<file path="config.mk">
export PLATFORM = sky130hd
export DESIGN_NAME = crc8_framer
export DESIGN_NICKNAME = d
export VERILOG_FILES = /design/src/rtl/crc8_framer.sv
export SDC_FILE = /design/constraint.sdc
export NUM_CORES = 1
export LEC_CHECK = 0
export CORE_UTILIZATION = 43
export DETAILED_ROUTE_END_ITERATION = 10
export PLACE_DENSITY = 0.8
export REMOVE_ABC_BUFFERS = 1
export SLEW_MARGIN = 20
export SYNTH_ARGS = -nofsm -noshare
export SYNTH_HDL_FRONTEND = slang
export SYNTH_SLANG_ARGS = --single-unit
</file>
<file path="constraint.sdc">
create_clock -name clk_i -period 1.8 [get_ports clk_i]
set_input_delay 0.18 -clock clk_i [delete_from_list [all_inputs] [get_ports clk_i]]
set_output_delay 0.18 -clock clk_i [all_outputs]
set_load 0.1 [all_outputs]
</file>
<file path="src/rtl/crc8_framer.sv">
// Frame sequencer around a byte-wide CRC-8 engine: clears the engine per frame,
// forwards payload bytes through one output register and appends the CRC byte.
module crc8_framer #(
    parameter int COUNT_WIDTH = 16
) (
    input  logic                   clk_i,
    input  logic                   rst_i,
    input  logic [7:0]             s_data_i,
    input  logic                   s_valid_i,
    input  logic                   s_last_i,
    output logic                   s_ready_o,
    output logic [7:0]             m_data_o,
    output logic                   m_valid_o,
    output logic                   m_last_o,
    input  logic                   m_ready_i,
    output logic                   crc_rst_o,
    output logic [7:0]             crc_data_o,
    output logic                   crc_valid_o,
    input  logic [7:0]             crc_i,
    output logic [COUNT_WIDTH-1:0] frames_o
);

    typedef enum logic [1:0] {
        CLEAR = 2'd0,
        PASS  = 2'd1,
        CRC   = 2'd2
    } state_t;

    state_t                 state_q, state_d;
    logic [7:0]             m_data_q, m_data_d;
    logic                   m_valid_q, m_valid_d;
    logic                   m_last_q, m_last_d;
    logic [COUNT_WIDTH-1:0] frames_q, frames_d;

    logic slot_free;
    logic in_xfer;

    assign slot_free   = !m_valid_q || m_ready_i;
    assign s_ready_o   = (state_q == PASS) && slot_free;
    assign in_xfer     = s_valid_i && s_ready_o;
    assign crc_valid_o = in_xfer;
    assign crc_rst_o   = (state_q == CLEAR);
    assign crc_data_o  = s_data_i;

    assign m_data_o  = m_data_q;
    assign m_valid_o = m_valid_q;
    assign m_last_o  = m_last_q;
    assign frames_o  = frames_q;

    always_ff @(posedge clk_i or posedge rst_i) begin
        if (rst_i) begin
            state_q   <= CLEAR;
            m_data_q  <= 8'h00;
            m_valid_q <= 1'b0;
            m_last_q  <= 1'b0;
            frames_q  <= '0;
        end else begin
            state_q   <= state_d;
            m_data_q  <= m_data_d;
            m_valid_q <= m_valid_d;
            m_last_q  <= m_last_d;
            frames_q  <= frames_d;
        end
    end

    // By default the output register drains; a stalled beat stays put. In CRC the
    // engine holds its result while crc_valid_o is low, so crc_i is read directly.
    always_comb begin
        state_d   = state_q;
        m_data_d  = m_data_q;
        m_valid_d = m_valid_q && !m_ready_i;
        m_last_d  = m_last_q;
        frames_d  = frames_q;

        case (state_q)
            CLEAR: begin
                state_d = PASS;
            end
            PASS: begin
                if (in_xfer) begin
                    m_data_d  = s_data_i;
                    m_valid_d = 1'b1;
                    m_last_d  = 1'b0;
                    if (s_last_i) begin
                        state_d = CRC;
                    end
                end
            end
            CRC: begin
                if (slot_free) begin
                    m_data_d  = crc_i;
                    m_valid_d = 1'b1;
                    m_last_d  = 1'b1;
                    frames_d  = frames_q + COUNT_WIDTH'(1);
                    state_d   = CLEAR;
                end
            end
            default: begin
                state_d = CLEAR;
            end
        endcase
    end

endmodule

</file>
==> reports/qor.csv, run 1 <==
metric,value,unit
top_usage_layer,met2,
drt_iter0_markers,13,
met2_usage,37.1,%
globalRouteMet3Util,3.90,%
crit_arrival,1930,ps
grt_pass1_wl,5110,um
cp_max_fo,9,
finalCritPeriodShare,95.3,%
area_growth_syn_to_layout,49.3,%
synth-xor-area-share,9.14,%
gr-usage-all-layers,19.4,%
syn_area,1440,um2
io_buffer_count,57,
syn_avg_cell_area,12.2,um2
hold_slack,197,ps
reg2reg_to,m_data_o[5],
drc,0,
cts_setup_buffers,0,
chipHeight,59.8,um
die_area,3580,um2
drv_slew,0,
drive_above_1_share,42.6,%
final_nets,203,
cts_inserted_buffers,3,
via_count,1085,
syn_inst,118,
overflow,0,
cts.repair.resized,0,
synth-simple-area-share,12.5,%
grt_max_degree,29,
relSlewSlack,72.1,%
required,2010,ps
mostFrequentLayoutCells,"31 x buf_4, 28 x dfrtp_1, 20 x mux2_2, 20 x clkdlybuf4s50_1",
synthMuxAreaShare,15.7,%
finClkSkew,13.3,ps
clkTransAtPathRegs,150,ps
min_period,1720,ps
reg2reg_slack,80,ps
setup_viol,0,
cts-root-buf,clkbuf_4,
hpwl,2640,um
ctsHoldBuffers,0,
drt_first_pass_iters,4,
fillers,259,
antenna_found_initial,0,
synth-compound-area-share,3.05,%
crit_end,m_data_o[5],
io_pins,58,
cts_max_path_buffers,2,
maxCapViolations,0,
reg2reg_from,state_q[0],
rsz0062_at_grt,false,
startpoint_type,flop,
place.gp.congestion,0.752,
synth_cell_types,25,
core-area,3100,um2
r2r_cells,5,
synth_top_family_by_area,multiplexers,
htree_levels,1,
wire_per_inst,14.6,um
holdCritPathClass,primary input to asynchronous set/reset pin,
die_w,59.8,um
drtAntennaViolNets,0,
hold_violations,0,
grt_use_met1,21.5,%
cp-end-kind,flop,
cts_sinks,28,
placementRows,20,
n_antenna_cell,0,
grt_pass1_vias,1109,
clock_latency,320,ps
final_common_cell,buf_4,
routed_wirelength,3210,um
status,"complete, no violations",
synth-warning-count,0,
path_class,flop to flop,
tightest_slew,415,ps
routed_via_density,4.93,
start_util,46.3,%
cp-startpoint,state_q[0],
ys_seq_elements,28,
max_freq,0.583,GHz
cts_tree,yes,
synth_seq_area_share,48.7,%
synth_adder_area_share,4.35,%
kinds of logic (layout without fill, tap and decap cells):
logic type / after synthesis / in the layout
and+or+nand+nor: 30 / 30
DFF: 28 / 28
muxes: 20 / 20
xor gates and xnor gates: 15 / 15
buffers and inverters: 15 / 73
adders and majority gates: 5 / 5
AOI/OAI and AO/OA: 5 / 5
per-stage QoR:
stage | cells | util [%] | worst slack [ps] | area (um2) | TNS (ps)
global route | 220 | 69.2 | 5.50 | 2150 | 0
CTS | 220 | 69.2 | 70.7 | 2150 | 0
floorplan | 109 | - | -343 | 1370 | -5770
global placement | 216 | 67.5 | 52.8 | 2090 | 0
finish | 220 | 69.2 | 84.4 | 2150 | 0
detailed placement | 216 | 67.5 | 3.63 | 2090 | 0
how the worst min path moves through the flow:
stage	from	to	cells after the start
2_1_floorplan	rst_i	frames_o[0]	1
3_3_place_gp	frames_o[15]	frames_o[15]	1
3_5_place_dp	frames_o[15]	frames_o[15]	1
4_1_cts	rst_i	frames_o[7]	3
5_1_grt	rst_i	frames_o[9]	3
6_report	rst_i	m_data_o[0]	3
flip-flops by register name, indices dropped and copies added, names as in the netlist:
name and flops:
frames_o 16, m_valid_o 1, state_q 2, m_data_o 8, m_last_o 1
per-layer routing:
layer  share of wire [%]  wire (um)
met1                  39       1260
met2                  53       1710
met3                 7.1        228
met4                0.25          8
met5                   0          0
cell usage after synthesis:
cell      count  area share, %
nor2_1        2           0.52
xnor2_1      12            7.3
inv_1         6            1.6
nor3_2        1           0.70
nor3_4        1            1.1
o21ai_0       1           0.35
and3_1        2           0.87
dfrtp_1      28             49
buf_6         1           0.78
nand4_1       4            1.7
mux2_2       20             16
xor2_1        3            1.8
nand2_1       7            1.8
nor3_1        1           0.35
and2b_2       1           0.61
and2_2        1           0.52
o21ai_4       1            1.1
a21oi_2       1           0.61
a21oi_1       1           0.35
buf_4         8            4.2
nand3_1       7            2.4
and2_1        2           0.87
nand2b_4      1           0.96
a21o_2        1           0.61
ha_1          5            4.4
layout make-up:
type / count / area (um2) / area share, %
clock buffers: 3 / 22.5 / 1.05
clock inverters: 1 / 30.0 / 1.40
inverters: 6 / 22.5 / 1.05
multi-input cells: 75 / 643 / 30.0
flip-flops and latches: 28 / 701 / 32.6
well taps: 44 / 55.1 / 2.56
repair buffers: 63 / 673 / 31.4
worst max-delay path, cell delays in order (launching register included):
cell	delay, ps
dfrtp_1	440
inv_1	90
ha_1	260
a21oi_2	120
o21ai_4	330
mux2_2	380
Power of run 1 is left out: the tool's default activity adds up to more than one toggle a clock period on the data nets, which glitch-free logic cannot reach.
==> run 2, diff against run 1 <==
--- a/config.mk
+++ b/config.mk
@@ -5,6 +5,7 @@
 export SDC_FILE = /design/constraint.sdc
 export NUM_CORES = 1
 export LEC_CHECK = 0
+export CORE_MARGIN = 2
 export CORE_UTILIZATION = 43
 export DETAILED_ROUTE_END_ITERATION = 10
 export PLACE_DENSITY = 0.8
==> run 2 against run 1 <==
  * Die area increased by 6.8%
  * Setup slack improved by 43 ps
  * Via count decreased by 6.4%
  * Critical endpoint is now crc_valid_o
  * Largest cell class unchanged
  * Highest routed layer unchanged
==> reports/qor.csv, run 2 (synthesis gave the netlist of run 1 again) <==
metric,value,unit
routed_via_density,4.66,
drv_slew,0,
drt_iter0_markers,15,
placementRows,20,
drtAntennaViolNets,0,
setup_viol,0,
final_cells,218,
reg2reg_slack,150,ps
clock_latency,330,ps
max_freq,0.598,GHz
gr-usage-all-layers,17.4,%
fin_ws,127,ps
start_util,46.0,%
required,1620,ps
holdCritPathClass,primary input to asynchronous set/reset pin,
worstPathCellList,"inv_1, ha_1, and3_1, buf_12",
finClkSkew,16.7,ps
path_class,flop to primary output,
io_pins,58,
io_buffer_count,57,
status,"complete, no violations",
antenna_found_initial,0,
die_w,61.8,um
cts_max_path_buffers,2,
tightest_slew,356,ps
grt_pass1_vias,1033,
chipHeight,61.8,um
r2r_cells,5,
die_area,3820,um2
routed_wirelength,3060,um
drive_above_1_share,42.5,%
cp_max_fo,4,
area_growth_syn_to_layout,47.8,%
grt_max_degree,29,
n_antenna_cell,0,
via_count,1016,
maxCapViolations,0,
final_common_cell,buf_4,
grt_pass1_wl,4870,um
min_period,1670,ps
hpwl,2450,um
slowest_stage,dfrtp_1,
hold_violations,0,
mostFrequentLayoutCells,"30 x buf_4, 28 x dfrtp_1, 20 x mux2_2, 20 x clkdlybuf4s50_1, 12 x xnor2_1",
overflow,0,
clkTransAtPathRegs,160,ps
post-place-ws,-6.39,ps
startpoint_type,flop,
htree_levels,1,
cts_sinks,28,
crit_arrival,1490,ps
cts_inserted_buffers,3,
ctsHoldBuffers,0,
cts-root-buf,clkbuf_4,
slowest_delay,430,ps
relSlewSlack,76.2,%
wire_per_inst,14.1,um
drt_first_pass_iters,3,
place.gp.congestion,0.719,
drc,0,
finalCritPeriodShare,92.9,%
cp-end-kind,primary output,
reg2reg_from,state_q[0],
rsz0062_at_grt,false,
cts_tree,yes,
final_nets,201,
largest_reg_flops,16,
core-area,3130,um2
reg2reg_to,m_data_o[5],
placed_cells,214,
run 2: cell types whose count changed in the layout (fill, tap and decap cells not counted), sizes merged:
cell / previous run / this run
buf: 43 / 41
run 2: layer usage:
| layer | global-route usage (%) | up-vias | share of wire [%] |
|---|---|---|---|
| met5 | 0 | - | 0 |
| met4 | 7.29 | 0 | 0.88 |
| met3 | 1.86 | 2 | 8.1 |
| met2 | 30.2 | 42 | 47 |
| met1 | 22.2 | 472 | 44 |
| li1 | - | 500 | - |
run 2: how the worst max path moves through the flow:
stage / startpoint / to / slack, ps / cells after the start
global placement: m_ready_i / m_data_o[1] / 40 / 5
floorplan: m_valid_o / m_data_o[0] / -340 / 4
finish: state_q[1] / crc_valid_o / 130 / 4
detailed placement: m_ready_i / m_data_o[5] / -6 / 5
CTS: state_q[0] / frames_o[6] / 100 / 6
global route: state_q[1] / crc_valid_o / 30 / 4
run 2: critical path, delay by kind of cell (launching register included):
family / cells / cell delay, ps
AND/OR/NAND/NOR: 1 / 220
buffers and inverters: 2 / 290
flip-flops: 1 / 430
adder cells (fa/ha/maj): 1 / 220
run 2: final cells by class:
| cell class | count | area [um2] |
|---|---|---|
| sequential | 28 | 701 |
| clock inverter | 1 | 30.0 |
| tap | 44 | 55.1 |
| multi-input combinational | 75 | 648 |
| clock buffer | 3 | 22.5 |
| inverter | 6 | 22.5 |
| timing repair buffer | 61 | 646 |
| fill | 239 | 1000 |
run 2: per-stage QoR:
| stage | hold slack (ps) | utilization [%] | TNS, ps | area, um2 |
|---|---|---|---|---|
| after global placement | 480 | 66.1 | 0 | 2070 |
| after detailed placement | 479 | 66.1 | -12.5 | 2070 |
| after floorplan | 245 | - | -5770 | 1370 |
| final | 203 | 67.9 | 0 | 2120 |
| after global routing | 225 | 67.9 | 0 | 2120 |
| after CTS | 209 | 67.8 | 0 | 2120 |
run 2: what timing repair did:
item                                    in CTS  in global routing
endpoints found under the setup margin       0                  2
gates resized for setup                      0                  1
endpoints found under the hold margin        0                  0
setup buffers                                0                  0
Power of run 2 is left out for the same reason.
==> run 3, diff against run 2 <==
--- a/config.mk
+++ b/config.mk
@@ -5,6 +5,7 @@
 export SDC_FILE = /design/constraint.sdc
 export NUM_CORES = 1
 export LEC_CHECK = 0
+export CORE_ASPECT_RATIO = 0.6
 export CORE_MARGIN = 2
 export CORE_UTILIZATION = 43
 export DETAILED_ROUTE_END_ITERATION = 10
==> run 3 against run 2 <==
  * Clock-buffer cell count is the same
  * Setup slack lost 21 ps
  * Register-to-register slack lost 40 ps
  * Critical endpoint is now m_data_o[1]
  * First-iteration DRC count grew 110%
  * Highest routed layer unchanged
==> reports/qor.csv, run 3 (synthesis gave the netlist of run 1 again) <==
metric,value,unit
cts.repair.resized,0,
htree_levels,1,
required,1970,ps
ctsHoldBuffers,0,
antenna_found_initial,0,
routed_via_density,4.88,
holdCritPathClass,primary input to asynchronous set/reset pin,
cts_max_path_buffers,2,
met2_usage,31.5,%
overflow,0,
final_common_cell,buf_4,
gr-usage-all-layers,18.5,%
hold_slack,170,ps
globalRouteMet3Util,6.48,%
drt_first_pass_iters,4,
cts_tree,yes,
status,"complete, no violations",
drive_above_1_share,42.0,%
cp_max_fo,9,
placementRows,16,
finalCritPeriodShare,94.1,%
drt_iter0_markers,32,
clkTransAtPathRegs,90,ps
maxCapViolations,0,
wire_per_inst,14.7,um
mostFrequentLayoutCells,"30 x buf_4, 28 x dfrtp_1, 20 x mux2_2, 20 x clkdlybuf4s50_1, 12 x xnor2_1",
fin_ws,106,ps
die_area,3840,um2
place.gp.congestion,0.839,
top_usage_layer,met2,
via_count,1069,
hold_violations,0,
cts_setup_buffers,0,
routed_wirelength,3230,um
drc,0,
rsz0062_at_grt,false,
max_freq,0.590,GHz
core-area,3220,um2
grt_max_degree,20,
drtAntennaViolNets,0,
cts_sinks,28,
setup_viol,0,
io_pins,58,
grt_use_met1,24.1,%
fillers,257,
post-place-ws,-8.29,ps
n_antenna_cell,0,
clock_latency,270,ps
largest_reg_flops,16,
hpwl,2570,um
drv_slew,0,
crit_arrival,1860,ps
chipHeight,48.8,um
path_class,flop to flop,
area_growth_syn_to_layout,48.8,%
die_w,78.6,um
grt_pass1_vias,1175,
tns,0,ps
cts-root-buf,clkbuf_8,
cts_inserted_buffers,3,
finClkSkew,2.84,ps
final_nets,201,
io_buffer_count,57,
tightest_slew,428,ps
min_period,1690,ps
cp-end-kind,flop,
startpoint_type,flop,
relSlewSlack,71.3,%
start_util,44.6,%
grt_pass1_wl,5550,um
run 3: path summary, 6_finish.rpt:
path / from / to / slack, ps / depth (start not counted)
worst max-delay path: state_q[0] / m_data_o[1] / 110 / 5
worst min-delay path: rst_i / m_data_o[4] / 170 / 2
worst max register to register: state_q[0] / m_data_o[1] / 110 / 5
worst min register to register: frames_o[15] / frames_o[15] / 490 / 1
max in group asynchronous: rst_i / frames_o[4] / 1050 / 3
min in group clk_i: frames_o[15] / frames_o[15] / 490 / 1
run 3: through the flow:
| stage | utilization, % | instance area, um2 | std cells |
|---|---|---|---|
| after floorplan | - | 1370 | 109 |
| after global placement | 64.2 | 2070 | 215 |
| after detailed placement | 64.2 | 2070 | 215 |
| after CTS | 66.4 | 2140 | 219 |
| after global routing | 66.4 | 2140 | 219 |
| final | 66.4 | 2140 | 219 |
run 3: area by class of cell:
class                   instances  area [um2]  area share (%)
clock buffers                   3        41.3            1.93
inverters                       6        22.5            1.05
well taps                      45        56.3            2.63
flip-flops and latches         28         701            32.7
multi-input cells              75         643            30.1
repair buffers                 61         646            30.2
clock inverters                 1        30.0            1.40
run 3: critical path: stages (launching register included):
cell and delay [ps]:
dfrtp_1 420, inv_1 100, ha_1 250, buf_4 210, mux2_2 350, mux2_2 260
run 3: routing by layer:
metal  vias to the layer above  routed length (um)
met3                         2                 233
met5                         -                   0
met1                       529                1440
met4                         0                   4
met2                        40                1540
li1                        498                   -
Power of run 3 is left out for the same reason.
